===== config.mk =====
export PLATFORM = sky130hd
export DESIGN_NAME = usb_tx_arb_flat
export DESIGN_NICKNAME = d
export VERILOG_FILES = /design/src/rtl/usb_tx_arb_if.sv /design/src/rtl/usb_tx_arb.sv /design/src/flat_wrapper.sv
export SDC_FILE = /design/constraint.sdc
export NUM_CORES = 1
export LEC_CHECK = 0
export ABC_AREA = 1
export CORE_AREA = 2 2 75 70
export CTS_CLUSTER_DIAMETER = 120
export DETAILED_ROUTE_END_ITERATION = 8
export DIE_AREA = 0 0 77 72
export PLACE_DENSITY = 0.83
export REMOVE_ABC_BUFFERS = 1
export SLEW_MARGIN = 20
export SYNTH_ARGS = -nofsm -noshare
export SYNTH_HDL_FRONTEND = slang
export SYNTH_SLANG_ARGS = --single-unit

===== constraint.sdc =====
create_clock -name clk -period 6 [get_ports clk]
set_clock_uncertainty 0.15 [all_clocks]
set_input_delay 0.6 -clock clk [delete_from_list [all_inputs] [get_ports clk]]
set_output_delay 0.6 -clock clk [all_outputs]
set_load 0.01 [all_outputs]

===== src/rtl/usb_tx_arb_if.sv =====
// rtl/usb_tx_arb_if.sv - packet source and PHY TX stream bundle for usb_tx_arb
//
// Carries the per-channel source handshake (in_*) and the single PHY-side
// stream (out_*). The slave modport is the arbiter's view; the master modport
// is the view of whatever drives the sources and sinks the PHY stream.
interface usb_tx_arb_if #(
    parameter int NCH = 2,
    parameter int DW  = 8
);
    logic [NCH-1:0]    in_sop;
    logic [NCH-1:0]    in_eop;
    logic [NCH-1:0]    in_valid;
    logic [NCH-1:0]    in_cancel;
    logic [NCH*DW-1:0] in_data;
    logic [NCH-1:0]    in_ready;

    logic              out_sop;
    logic              out_eop;
    logic              out_cancel;
    logic              out_valid;
    logic [DW-1:0]     out_data;
    logic              out_ready;

    modport slave (
        input  in_sop, in_eop, in_valid, in_cancel, in_data,
        output in_ready,
        output out_sop, out_eop, out_cancel, out_valid, out_data,
        input  out_ready
    );

    modport master (
        output in_sop, in_eop, in_valid, in_cancel, in_data,
        input  in_ready,
        input  out_sop, out_eop, out_cancel, out_valid, out_data,
        output out_ready
    );
endinterface


===== src/rtl/usb_tx_arb.sv =====
// rtl/usb_tx_arb.sv - N-source TX packet arbiter with output elastic FIFO
//
// Grants one source channel per packet (locked from SOP until EOP or cancel)
// and queues the accepted beats in a DEPTH-entry first-word-fall-through FIFO
// feeding the PHY TX stream.
//
// Ports:
//   clk, rst_n      clock, asynchronous active-low reset
//   force_en/id     restrict new grants to channel force_id
//   bus (slave)     in_* per-channel sources / in_ready, out_* PHY stream / out_ready
//   pkt_start       PHY handshake of an SOP beat
//   orphan_err      a non-SOP beat was flushed while idle
//   busy            packet locked or FIFO non-empty
//   level           FIFO occupancy
module usb_tx_arb #(
    parameter int NCH    = 2,
    parameter int DW     = 8,
    parameter int DEPTH  = 4,
    parameter int ARB_RR = 0
) (
    input  logic                       clk,
    input  logic                       rst_n,
    input  logic                       force_en,
    input  logic [$clog2(NCH)-1:0]     force_id,
    usb_tx_arb_if.slave                bus,
    output logic                       pkt_start,
    output logic                       orphan_err,
    output logic                       busy,
    output logic [$clog2(DEPTH+1)-1:0] level
);
    localparam int IW = $clog2(NCH);
    localparam int AW = $clog2(DEPTH);
    localparam int LW = $clog2(DEPTH+1);
    localparam int BW = DW + 3;

    typedef enum logic {IDLE, LOCKED} state_t;

    state_t          state_q, state_d;
    logic [IW-1:0]   grant_q, grant_d;
    logic [IW-1:0]   rr_q, rr_d;
    logic [AW-1:0]   wr_q, wr_d;
    logic [AW-1:0]   rd_q, rd_d;
    logic [LW-1:0]   level_q, level_d;
    logic [BW-1:0]   mem_q [DEPTH];

    logic            full;
    logic            push;
    logic            pop;
    logic            orphan;
    logic [NCH-1:0]  elig;
    logic [NCH-1:0]  ready;
    logic            win_found;
    logic [IW-1:0]   win;
    logic [IW-1:0]   src;
    logic [BW-1:0]   push_word;
    logic [BW-1:0]   head;

    assign full = (level_q == LW'(DEPTH));
    assign pop  = (level_q != '0) & bus.out_ready;
    assign head = mem_q[rd_q];

    always_comb begin
        elig = '0;
        for (int i = 0; i < NCH; i++) begin
            elig[i] = bus.in_valid[i] & bus.in_sop[i] & (~force_en | (force_id == IW'(i)));
        end
    end

    // Winner search: plain lowest-index scan, or a scan starting at the
    // round-robin pointer and wrapping past NCH-1 back to 0.
    always_comb begin
        win_found = 1'b0;
        win       = '0;
        for (int k = 0; k < NCH; k++) begin
            if (ARB_RR != 0) begin
                if (!win_found && elig[(int'(rr_q) + k) % NCH]) begin
                    win_found = 1'b1;
                    win       = IW'((int'(rr_q) + k) % NCH);
                end
            end else begin
                if (!win_found && elig[k]) begin
                    win_found = 1'b1;
                    win       = IW'(k);
                end
            end
        end
    end

    // A cancel beat is stored with eop set so the PHY always sees a packet end.
    always_comb begin
        src       = (state_q == LOCKED) ? grant_q : win;
        push_word = {bus.in_cancel[src],
                     bus.in_eop[src] | bus.in_cancel[src],
                     bus.in_sop[src],
                     bus.in_data[int'(src)*DW +: DW]};
    end

    always_comb begin
        state_d = state_q;
        grant_d = grant_q;
        rr_d    = rr_q;
        ready   = '0;
        push    = 1'b0;
        orphan  = 1'b0;
        case (state_q)
            IDLE: begin
                // Stray mid-packet beats are drained so they cannot wedge a source.
                for (int i = 0; i < NCH; i++) begin
                    if (bus.in_valid[i] && !bus.in_sop[i] && !full) begin
                        ready[i] = 1'b1;
                        orphan   = 1'b1;
                    end
                end
                if (win_found && !full) begin
                    ready[win] = 1'b1;
                    push       = 1'b1;
                    rr_d       = IW'((int'(win) + 1) % NCH);
                    if (!(bus.in_eop[win] || bus.in_cancel[win])) begin
                        state_d = LOCKED;
                        grant_d = win;
                    end
                end
            end
            LOCKED: begin
                ready[grant_q] = ~full;
                if (bus.in_valid[grant_q] && !full) begin
                    push = 1'b1;
                    if (bus.in_eop[grant_q] || bus.in_cancel[grant_q]) begin
                        state_d = IDLE;
                    end
                end
            end
            default: state_d = IDLE;
        endcase
    end

    always_comb begin
        wr_d    = push ? wr_q + 1'b1 : wr_q;
        rd_d    = pop  ? rd_q + 1'b1 : rd_q;
        level_d = level_q;
        if (push && !pop) begin
            level_d = level_q + 1'b1;
        end else if (!push && pop) begin
            level_d = level_q - 1'b1;
        end
    end

    always_ff @(posedge clk or negedge rst_n) begin
        if (!rst_n) begin
            state_q <= IDLE;
            grant_q <= '0;
            rr_q    <= '0;
            wr_q    <= '0;
            rd_q    <= '0;
            level_q <= '0;
        end else begin
            state_q <= state_d;
            grant_q <= grant_d;
            rr_q    <= rr_d;
            wr_q    <= wr_d;
            rd_q    <= rd_d;
            level_q <= level_d;
        end
    end

    // Storage needs no reset: every head field is masked while the FIFO is empty.
    always_ff @(posedge clk) begin
        if (push) begin
            mem_q[wr_q] <= push_word;
        end
    end

    assign bus.in_ready   = ready;
    assign bus.out_valid  = (level_q != '0);
    assign bus.out_data   = bus.out_valid ? head[DW-1:0] : '0;
    assign bus.out_sop    = bus.out_valid & head[DW];
    assign bus.out_eop    = bus.out_valid & head[DW+1];
    assign bus.out_cancel = bus.out_valid & head[DW+2];

    assign pkt_start  = pop & head[DW];
    assign orphan_err = orphan;
    assign busy       = (state_q == LOCKED) | (level_q != '0);
    assign level      = level_q;
endmodule


===== src/flat_wrapper.sv =====
// flat-port wrapper written by rule: the top's interface ports become plain ports
module usb_tx_arb_flat 
#(
    parameter int NCH    = 2,
    parameter int DW     = 8,
    parameter int DEPTH  = 4,
    parameter int ARB_RR = 0
)
  (clk, rst_n, force_en, force_id, pkt_start, orphan_err, busy, level, bus_in_sop, bus_in_eop, bus_in_valid, bus_in_cancel, bus_in_data, bus_in_ready, bus_out_sop, bus_out_eop, bus_out_cancel, bus_out_valid, bus_out_data, bus_out_ready);
  usb_tx_arb_if #(.NCH(NCH), .DW(DW)) bus_i ();
  input  logic clk;
  input  logic rst_n;
  input  logic force_en;
  input  logic [$clog2(NCH)-1:0] force_id;
  output logic pkt_start;
  output logic orphan_err;
  output logic busy;
  output logic [$clog2(DEPTH+1)-1:0] level;
  input wire logic [$bits(bus_i.in_sop)-1:0] bus_in_sop;
  input wire logic [$bits(bus_i.in_eop)-1:0] bus_in_eop;
  input wire logic [$bits(bus_i.in_valid)-1:0] bus_in_valid;
  input wire logic [$bits(bus_i.in_cancel)-1:0] bus_in_cancel;
  input wire logic [$bits(bus_i.in_data)-1:0] bus_in_data;
  output wire logic [$bits(bus_i.in_ready)-1:0] bus_in_ready;
  output wire logic [$bits(bus_i.out_sop)-1:0] bus_out_sop;
  output wire logic [$bits(bus_i.out_eop)-1:0] bus_out_eop;
  output wire logic [$bits(bus_i.out_cancel)-1:0] bus_out_cancel;
  output wire logic [$bits(bus_i.out_valid)-1:0] bus_out_valid;
  output wire logic [$bits(bus_i.out_data)-1:0] bus_out_data;
  input wire logic [$bits(bus_i.out_ready)-1:0] bus_out_ready;
  assign bus_i.in_sop = bus_in_sop;
  assign bus_i.in_eop = bus_in_eop;
  assign bus_i.in_valid = bus_in_valid;
  assign bus_i.in_cancel = bus_in_cancel;
  assign bus_i.in_data = bus_in_data;
  assign bus_in_ready = bus_i.in_ready;
  assign bus_out_sop = bus_i.out_sop;
  assign bus_out_eop = bus_i.out_eop;
  assign bus_out_cancel = bus_i.out_cancel;
  assign bus_out_valid = bus_i.out_valid;
  assign bus_out_data = bus_i.out_data;
  assign bus_i.out_ready = bus_out_ready;
  usb_tx_arb #(.NCH(NCH), .DW(DW), .DEPTH(DEPTH), .ARB_RR(ARB_RR)) u_core (.clk(clk), .rst_n(rst_n), .force_en(force_en), .force_id(force_id), .bus(bus_i), .pkt_start(pkt_start), .orphan_err(orphan_err), .busy(busy), .level(level));
endmodule

==> run_results.csv, run 1 <==
group,metric,value,unit
synth,synth_top_area_frac,0.5139,
min_path,hold_start,"u_core.wr_q[0]$_DFFE_PN0P_",
clock_tree,cts_buffers,5,
timing,clock.fmax,285.4,MHz
grt,antenna_found_initial,0,
placement,place_inst,369,
power_and_ir_drop,power.switching,0.5470,mW
clock_tree,cts_sinks,53,
timing,fin_setup_tns,0,ns
grt,grt_util_met3,0.03856,
timing,setup_ws,2.497,ns
detailed_routing,viasPerCell,5.181,
synth,synth.area.top_cells,"edfxtp_1 (51%), dfrtp_1 (8.8%), nor2_1 (8.2%)",
power_and_ir_drop,p_int,0.9043,mW
die,ioPinCount,49,
placement,place_ws,2.688,ns
placement,hpwl,3.699,mm
finish,drive_above_1_share,0.04180,
grt,globalRoute.totalOverflow,0,
detailed_routing,drc,0,
timing,relSlewSlack,0.2829,
clock_tree,cts_tree,"built",
finish,stdcell_count,376,
clock_tree,cts-resized-gates,0,
critical_path,path_class,"reg -> out",
timing,setup_viol,0,
power_and_ir_drop,seqPwrFrac,0.414,
detailed_routing,wl_per_cell,14.00,um
critical_path,cp_cell_sequence,"inv_1 -> o21ai_0 -> o22ai_1 -> inv_1 -> nor2_1 -> clkdlybuf4s50_1",
grt,grtUsageMet1,0.2549,
grt,use_met2,0.3684,
detailed_routing,ant_nets,0,
clock_tree,cts-hold-fix-buffers,0,
placement,io_buffers,48,
critical_path,startpoint,"u_core.rd_q[0]$_DFFE_PN0P_",
critical_path,path_max_fanout,24,
finish,nets,346,
detailed_routing,initialDrtViolationCount,178,
critical_path,critPathLaunchType,"flip-flop",
critical_path,cp_num_buf_inv,3,
synth,synth_edf_count,44,
critical_path,cp_data_arrival_time,2.75,ns
clock_tree,postCtsSetupBuffers,0,
critical_path,critical-path-slowest-cell,"dfrtp_1",
detailed_routing,num_vias,1948,
power_and_ir_drop,pwr-share-comb,0.462,
power_and_ir_drop,power.leakage,1.250,nW
synth,synth_area_leader_cell,"edfxtp_1",
finish,area_growth,22.24,%
finish,n_fill_cell,380,
die,die_h,72,um
critical_path,cp_common_cell,"inv_1",
synth,avgSynthCellArea,9.666,sq um
synth,postSynthCellCount,266,
grt,grt_max_degree,25,
synth,post-synth-top-count-cell,"nor2_1",
power_and_ir_drop,ir_worst_vdd,0.3081,mV
grt,top_usage_layer,"met2",
die,core,0.004745,sq mm
job,drv_cap,0,
clock_tree,clkSlewWorstSetupHoldPaths,0.08,ns
synth,synth_commonest_cells,"nor2_1 (56), nand2_1 (45), edfxtp_1 (44)",
power_and_ir_drop,p_per_area,461.8,mW/mm^2
timing,tightest_slew,1.072,ns
detailed_routing,dr.pass1.iters,4,
clock_tree,clockRootBuffer,"clkbuf_8",
power_and_ir_drop,p_clk_frac,0.124,
timing,hold_viol_final,0,
synth,seq_area_frac_synth,0.6015,
critical_path,slowest_delay,0.87,ns
synth,synth-seq-cells,53,
power_and_ir_drop,switching_share,0.3769,
synth,ys_warn_count,0,
critical_path,regToRegStartpoint,"u_core.level[0]$_DFFE_PN0P_",
synth,ys.flop_type,"edfxtp_1",
critical_path,cp_top_family,"buffers and inverters",
clock_tree,clock_path_buffers,2,
die,rows,24,
grt,grt_usage,0.2047,
synth,yosysUniqueCellTypes,26,
timing,rsz0062_at_grt,"no",
die,dieArea,0.005544,sq mm
clock_tree,htreeDepth,2,
grt,grt_pass1_vias,1842,
critical_path,timing.reg2reg.setup_slack,3.56,ns
timing,min_period,3.503,ns
detailed_routing,wl,5.265,mm
min_path,min_path_type,"reg -> reg",
clock_tree,clkLatencyLatePin,0.29,ns
synth,async_flop_share,0.1698,
status,status,"complete, no violations",
timing,slew_violations,0,
grt,grt_pass1_wl,8.694,mm
critical_path,cp.required,5.25,ns
placement,gp_congestion,0.8998,
timing,fin_crit_sh,0.5839,
die,initial_utilization,0.5419,
finish,antenna_cells,0,
synth,syn_area,0.002571,sq mm
die,die_w,77,um
critical_path,endpoint_kind,"output pin",
## path summary, 6_finish.rpt
| check | to | cells after the start |
|---|---|---|
| worst min register to register | u_core.wr_q[0]$_DFFE_PN0P_ | 1 |
| worst min-delay path | u_core.wr_q[0]$_DFFE_PN0P_ | 1 |
| min in group asynchronous | u_core.level[0]$_DFFE_PN0P_ | 1 |
| worst max register to register | u_core.mem_q[0][8]$_DFFE_PP_ | 6 |
| worst max-delay path | bus_out_sop | 6 |
| max in group asynchronous | u_core.rd_q[1]$_DFFE_PN0P_ | 1 |
## cells in the final DEF, fill, tap and decap left out, drive strengths merged
| cell | Yosys | routed |
|---|---|---|
| o22ai | 1 | 1 |
| clkinv | 0 | 1 |
| o21ai | 28 | 28 |
| nor2 | 56 | 56 |
| xor2 | 3 | 3 |
| clkdlybuf4s50 | 0 | 48 |
| inv | 25 | 25 |
| a21oi | 14 | 14 |
| mux2 | 1 | 1 |
| xnor2 | 1 | 1 |
| o21a | 1 | 1 |
| fa | 1 | 1 |
| dfrtp | 9 | 9 |
| ha | 5 | 5 |
| edfxtp | 44 | 44 |
| a211oi | 1 | 1 |
| nand3 | 15 | 15 |
| nand2 | 49 | 49 |
| clkbuf | 3 | 6 |
| nand4 | 2 | 2 |
## worst reg2reg max path: cells and delay by family (launching register included)
family / cells / cell delay (ns)
buffers and inverters: 1 / 0.09
flip-flops: 1 / 0.44
AO/OA/AOI/OAI: 1 / 0.24
AND/OR/NAND/NOR: 4 / 1.15
## flip-flops by register name, indices dropped and copies added (netlist names)
name,flops
u_core.mem_q,44
u_core.state_q,1
u_core.wr_q,2
u_core.grant_q,1
u_core.level,3
u_core.rd_q,2
## power by group through the flow
| stage | logic (mW) | registers (mW) | clock network, mW |
|---|---|---|---|
| final | 0.670 | 0.601 | 0.181 |
| after CTS | 0.675 | 0.602 | 0.182 |
| after global placement | 0.655 | 0.603 | 0 |
| after floorplan | 0.378 | 0.587 | 0 |
| after detailed placement | 0.671 | 0.610 | 0 |
| after global routing | 0.749 | 0.613 | 0.198 |
## per-stage QoR
| step | utilization | power, mW | instance area [sq um] | hold slack (ns) |
|---|---|---|---|---|
| floorplan | - | 0.9644 | 2505 | 0.1544 |
| global placement | 0.6464 | 1.258 | 3067 | 0.3703 |
| detailed placement | 0.6464 | 1.281 | 3067 | 0.3857 |
| CTS | 0.6624 | 1.459 | 3143 | 0.3973 |
| global route | 0.6624 | 1.560 | 3143 | 0.4286 |
| finish | 0.6624 | 1.451 | 3143 | 0.3903 |
## cell type report
cell class | instances | area [sq um] | area share
Sequential cell | 53 | 1546 | 0.4920
Clock buffer | 6 | 72.57 | 0.02309
Tap cell | 65 | 81.33 | 0.02588
Timing Repair Buffer | 48 | 480.5 | 0.1529
Clock inverter | 1 | 3.754 | 0.001194
Inverter | 25 | 93.84 | 0.02986
Multi-Input combinational cell | 178 | 864.6 | 0.2751
## per-layer routing
metal,wire (um),vias to the layer above
li1,-,969
met2,2597,72
met4,56,0
met3,335,7
met1,2276,900
met5,0,-
## cell families after synthesis
group / share of synthesized area
buffers and inverters: 0.06229
adder cells (fa/ha/maj): 0.03212
multiplexers: 0.004379
AO/OA/AOI/OAI: 0.09295
AND/OR/NAND/NOR: 0.1932
XOR/XNOR: 0.01363
flip-flops: 0.6015
Note: power is estimated with default switching activity, not from simulation.
==> run 2, diff against run 1 <==
--- a/config.mk
+++ b/config.mk
@@ -6,11 +6,11 @@
 export NUM_CORES = 1
 export LEC_CHECK = 0
 export ABC_AREA = 1
-export CORE_AREA = 2 2 75 70
+export CORE_AREA = 2 2 78 72
 export CTS_CLUSTER_DIAMETER = 120
 export DETAILED_ROUTE_END_ITERATION = 8
-export DIE_AREA = 0 0 77 72
-export PLACE_DENSITY = 0.83
+export DIE_AREA = 0 0 80 74
+export PLACE_DENSITY = 0.78
 export REMOVE_ABC_BUFFERS = 1
 export SLEW_MARGIN = 20
 export SYNTH_ARGS = -nofsm -noshare
==> constraint.sdc (replaced) <==
create_clock -name clk -period 3.61 [get_ports clk]
set_clock_uncertainty 0.15 [all_clocks]
set_input_delay 0.361 -clock clk [delete_from_list [all_inputs] [get_ports clk]]
set_output_delay 0.361 -clock clk [all_outputs]
set_load 0.01 [all_outputs]
==> run_results.csv, run 2 (synthesis results as in run 1) <==
group,metric,value,unit
timing,setup_viol,0,
power_and_ir_drop,seqPwrFrac,0.387,
detailed_routing,num_vias,1958,
die,core,0.005130,sq mm
power_and_ir_drop,total_power,2.463,mW
clock_tree,clkSlewWorstSetupHoldPaths,0.09,ns
timing,min_period,2.892,ns
timing,clock.fmax,345.7,MHz
grt,grt_max_degree,24,
clock_tree,postCtsSetupBuffers,0,
finish,final-seq-area,0.001546,sq mm
status,status,"complete, no violations",
timing,fin_setup_tns,0,ns
min_path,min_path_type,"in -> async",
finish,antenna_cells,0,
power_and_ir_drop,power.switching,0.9279,mW
detailed_routing,viasPerCell,5.086,
finish,layout_common_cells,"nor2_1 (56), clkdlybuf4s50_1 (48), nand2_1 (45)",
power_and_ir_drop,switching_share,0.3767,
power_and_ir_drop,p_per_area,769.6,mW/mm^2
timing,tightest_slew,0.6292,ns
detailed_routing,ant_nets,0,
critical_path,path_max_fanout,13,
clock_tree,htreeDepth,2,
job,drv_cap,0,
die,initial_utilization,0.5012,
die,die_w,80,um
die,dieArea,0.005920,sq mm
finish,top_register,"u_core.mem_q",
clock_tree,cts_sinks,53,
critical_path,cp_data_arrival_time,2.38,ns
detailed_routing,wl_per_cell,14.05,um
grt,grt_pass1_vias,1857,
timing,hold_viol_final,0,
finish,n_fill_cell,442,
die,rows,25,
finish,drive_above_1_share,0.06604,
finish,multiInputGateArea,864.6,sq um
finish,nets,352,
placement,io_buffers,48,
power_and_ir_drop,p_int,1.535,mW
die,ioPinCount,49,
grt,globalRoute.totalOverflow,0,
grt,grt_usage,0.1937,
die,die_h,74,um
detailed_routing,initialDrtViolationCount,128,
critical_path,path_class,"reg -> out",
critical_path,timing.reg2reg.setup_slack,1.30,ns
clock_tree,cts_buffers,5,
grt,grt_pass1_wl,8.749,mm
clock_tree,cts-hold-fix-buffers,0,
placement,gp_congestion,0.8606,
timing,slew_violations,0,
detailed_routing,drc,0,
power_and_ir_drop,power.leakage,1.289,nW
finish,largest_reg_flops,44,
critical_path,critPathLaunchType,"flip-flop",
detailed_routing,wl,5.410,mm
critical_path,endpoint_kind,"output pin",
clock_tree,cts_tree,"built",
power_and_ir_drop,p_clk_frac,0.131,
finish,final_common_cell,"nor2_1",
clock_tree,clock_path_buffers,2,
placement,hpwl,3.767,mm
timing,rsz0062_at_grt,"no",
clock_tree,cts-resized-gates,0,
clock_tree,clkLatencyLatePin,0.29,ns
finish,area_growth,24.48,%
clock_tree,clockRootBuffer,"clkbuf_8",
power_and_ir_drop,ir_worst_vdd,0.4367,mV
timing,fin_crit_sh,0.8012,
power_and_ir_drop,pwr-share-comb,0.482,
critical_path,cp.required,3.10,ns
critical_path,ff2ff_path_depth,10,
timing,relSlewSlack,0.5801,
grt,antenna_found_initial,0,
detailed_routing,dr.pass1.iters,4,
run 2: power by group through the flow:
stage | Clock [mW] | Sequential (mW) | Combinational [mW]
3_3_place_gp | 0 | 0.966 | 1.17
2_1_floorplan | 0 | 0.975 | 0.628
5_1_grt | 0.342 | 0.975 | 1.33
6_report | 0.322 | 0.954 | 1.19
3_5_place_dp | 0 | 0.970 | 1.19
4_1_cts | 0.324 | 0.956 | 1.20
run 2: area by class of cell:
class / count / share of cell area
flip-flops and latches: 53 / 0.4832
multi-input cells: 178 / 0.2701
repair buffers: 54 / 0.1642
inverters: 25 / 0.02932
well taps: 67 / 0.02619
clock buffers: 6 / 0.02267
clock inverters: 2 / 0.004300
run 2: per-layer routing:
layer | vias up | track usage | part of all wire
li1 | 985 | - | -
met1 | 919 | 0.2478 | 0.42
met2 | 52 | 0.3389 | 0.52
met3 | 2 | 0.02913 | 0.049
met4 | 0 | 0.07156 | 0.0070
met5 | - | 0 | 0
run 2: worst paths after layout:
check                                       startpoint                          end
min in group clk            u_core.wr_q[0]$_DFFE_PN0P_   u_core.wr_q[0]$_DFFE_PN0P_
min                                              rst_n  u_core.level[1]$_DFFE_PN0P_
max reg2reg                u_core.level[0]$_DFFE_PN0P_  u_core.level[2]$_DFFE_PN0P_
max                         u_core.rd_q[1]$_DFFE_PN0P_              bus_out_data[0]
max in group asynchronous                        rst_n   u_core.rd_q[0]$_DFFE_PN0P_
min reg2reg                 u_core.wr_q[0]$_DFFE_PN0P_   u_core.wr_q[0]$_DFFE_PN0P_
run 2: critical path: stages, from the launching register on:
cell	delay [ns]
dfrtp_1	0.68
inv_1	0.35
nor2_1	0.17
o21ai_0	0.09
a21oi_1	0.21
clkdlybuf4s50_1	0.58
run 2: metrics by stage:
step                      area (sq um)  cells  setup WS, ns  utilization  hold slack [ns]
final                             3201    385        0.7175       0.6239           0.2060
after global routing              3201    385        0.5177       0.6239           0.2414
after detailed placement          3114    377        0.7855       0.6071           0.3829
after global placement            3114    377        0.8087       0.6071           0.3735
after floorplan                   2505    256         1.462            -         -0.08459
after CTS                         3201    385        0.6932       0.6239           0.2176
==> run 3, diff against run 2 <==
==> constraint.sdc (replaced) <==
create_clock -name clk -period 2.8 [get_ports clk]
set_clock_uncertainty 0.15 [all_clocks]
set_input_delay 0.28 -clock clk [delete_from_list [all_inputs] [get_ports clk]]
set_output_delay 0.28 -clock clk [all_outputs]
set_load 0.01 [all_outputs]
==> run_results.csv, run 3 (synthesis results as in run 1) <==
group,metric,value,unit
clock_tree,clkSlewWorstSetupHoldPaths,0.09,ns
power_and_ir_drop,pwr-share-comb,0.482,
die,dieArea,0.005920,sq mm
timing,clock.fmax,380.9,MHz
grt,globalRoute.totalOverflow,0,
power_and_ir_drop,p_clk_frac,0.156,
critical_path,path_max_fanout,12,
placement,hpwl,4.008,mm
detailed_routing,dr.pass1.iters,4,
power_and_ir_drop,switching_share,0.3725,
timing,slew_violations,0,
timing,setup_ws,0.1745,ns
finish,final_common_cell,"nor2_1",
detailed_routing,wl_per_cell,14.59,um
timing,min_period,2.626,ns
timing,relSlewSlack,0.6516,
power_and_ir_drop,power.switching,1.243,mW
detailed_routing,num_vias,1994,
critical_path,cp_data_arrival_time,2.20,ns
detailed_routing,wl,5.677,mm
clock_tree,clock_path_buffers,2,
placement,gp_congestion,0.8835,
die,die_w,80,um
finish,area_growth,26.67,%
timing,rsz0062_at_grt,"no",
detailed_routing,drc,0,
die,rows,25,
grt,grt_pass1_vias,1907,
placement,place_inst,381,
finish,final-seq-area,0.001546,sq mm
clock_tree,postCtsSetupBuffers,0,
power_and_ir_drop,ir_worst_vdd,0.5119,mV
timing,fin_crit_sh,0.9377,
critical_path,slowest_delay,0.50,ns
grt,antenna_found_initial,0,
grt,grt_pass1_wl,8.811,mm
die,die_h,74,um
clock_tree,cts_sinks,53,
finish,stdcell_count,389,
critical_path,critPathLaunchType,"flip-flop",
critical_path,path_class,"reg -> out",
grt,grt_usage,0.2017,
timing,setup_viol,0,
critical_path,critical-path-slowest-cell,"clkdlybuf4s50_1",
timing,hold_viol_final,0,
finish,layout_common_cells,"nor2_1 (56), clkdlybuf4s50_1 (48), nand2_1 (45)",
critical_path,cp.required,2.37,ns
finish,drive_above_1_share,0.08075,
critical_path,cp_cell_sequence,"nor2_1 -> nand2_1 -> inv_1 -> a21oi_1 -> clkdlybuf4s50_1",
clock_tree,cts_tree,"built",
clock_tree,htreeDepth,2,
clock_tree,cts_buffers,5,
die,ioPinCount,49,
detailed_routing,initialDrtViolationCount,112,
status,status,"complete, no violations",
detailed_routing,ant_nets,0,
grt,grt_max_degree,24,
clock_tree,cts-hold-fix-buffers,0,
clock_tree,clockRootBuffer,"clkbuf_8",
timing,tightest_slew,0.5213,ns
finish,antenna_cells,0,
placement,io_buffers,48,
power_and_ir_drop,power.leakage,1.321,nW
die,core,0.005130,sq mm
min_path,min_path_type,"in -> async",
power_and_ir_drop,p_int,2.094,mW
finish,n_fill_cell,445,
finish,multiInputGateArea,864.6,sq um
job,drv_cap,0,
die,initial_utilization,0.5012,
critical_path,endpoint_kind,"output pin",
placement,place_ws,0.2594,ns
finish,nets,356,
clock_tree,cts-resized-gates,0,
power_and_ir_drop,seqPwrFrac,0.362,
timing,fin_setup_tns,0,ns
finish,largest_reg_flops,44,
detailed_routing,viasPerCell,5.126,
clock_tree,clkLatencyLatePin,0.31,ns
finish,top_register,"u_core.mem_q",
power_and_ir_drop,p_per_area,1025,mW/mm^2
==> run 3: worst paths after layout <==
check / from / end / slack, ns / cells after the start
worst max-delay path: u_core.level[0]$_DFFE_PN0P_ / bus_out_data[3] / 0.17 / 5
worst min-delay path: rst_n / u_core.grant_q$_DFFE_PN0P_ / 0.11 / 1
worst min register to register: u_core.wr_q[0]$_DFFE_PN0P_ / u_core.wr_q[0]$_DFFE_PN0P_ / 0.41 / 1
min in group clk: u_core.wr_q[0]$_DFFE_PN0P_ / u_core.wr_q[0]$_DFFE_PN0P_ / 0.41 / 1
worst max register to register: u_core.level[0]$_DFFE_PN0P_ / u_core.level[1]$_DFFE_PN0P_ / 0.46 / 8
max in group asynchronous: rst_n / u_core.wr_q[0]$_DFFE_PN0P_ / 2.11 / 1
==> run 3: power groups by stage <==
stage / Combinational (mW) / Clock [mW] / Sequential (mW)
global route: 1.77 / 0.552 / 1.23
CTS: 1.63 / 0.525 / 1.21
global placement: 1.57 / 0 / 1.22
floorplan: 0.809 / 0 / 1.26
detailed placement: 1.62 / 0 / 1.22
finish: 1.61 / 0.519 / 1.21
==> run 3: layer usage <==
metal,share of wire,vias to the layer above,GRT usage
met5,0,-,0
met2,0.51,55,0.3722
met1,0.43,939,0.2378
met3,0.045,9,0.03641
met4,0.017,0,0.07345
li1,-,991,-
==> run 3: per-stage QoR <==
step / util / hold WS (ns) / cell area [sq um] / total power, mW
after floorplan: - / -0.1656 / 2505 / 2.067
after global placement: 0.6129 / 0.3812 / 3144 / 2.785
final: 0.6349 / 0.1111 / 3257 / 3.337
after global routing: 0.6349 / 0.1415 / 3257 / 3.552
after detailed placement: 0.6129 / 0.3838 / 3144 / 2.841
after CTS: 0.6349 / 0.1197 / 3257 / 3.358
==> run 3: area by class of cell <==
type | count | area share
clock inverter | 3 | 0.01345
inverter | 25 | 0.02881
timing repair buffer | 58 | 0.1706
sequential | 53 | 0.4748
tap | 67 | 0.02574
clock buffer | 5 | 0.02113
multi-input combinational | 178 | 0.2655
==> run 3: worst max-delay path: cells and delay by family, from the launching register on <==
| family | cells | cell delay, ns |
|---|---|---|
| buffers and inverters | 2 | 0.92 |
| flip-flops | 1 | 0.45 |
| AND/OR/NAND/NOR | 2 | 0.39 |
| AO/OA/AOI/OAI | 1 | 0.12 |
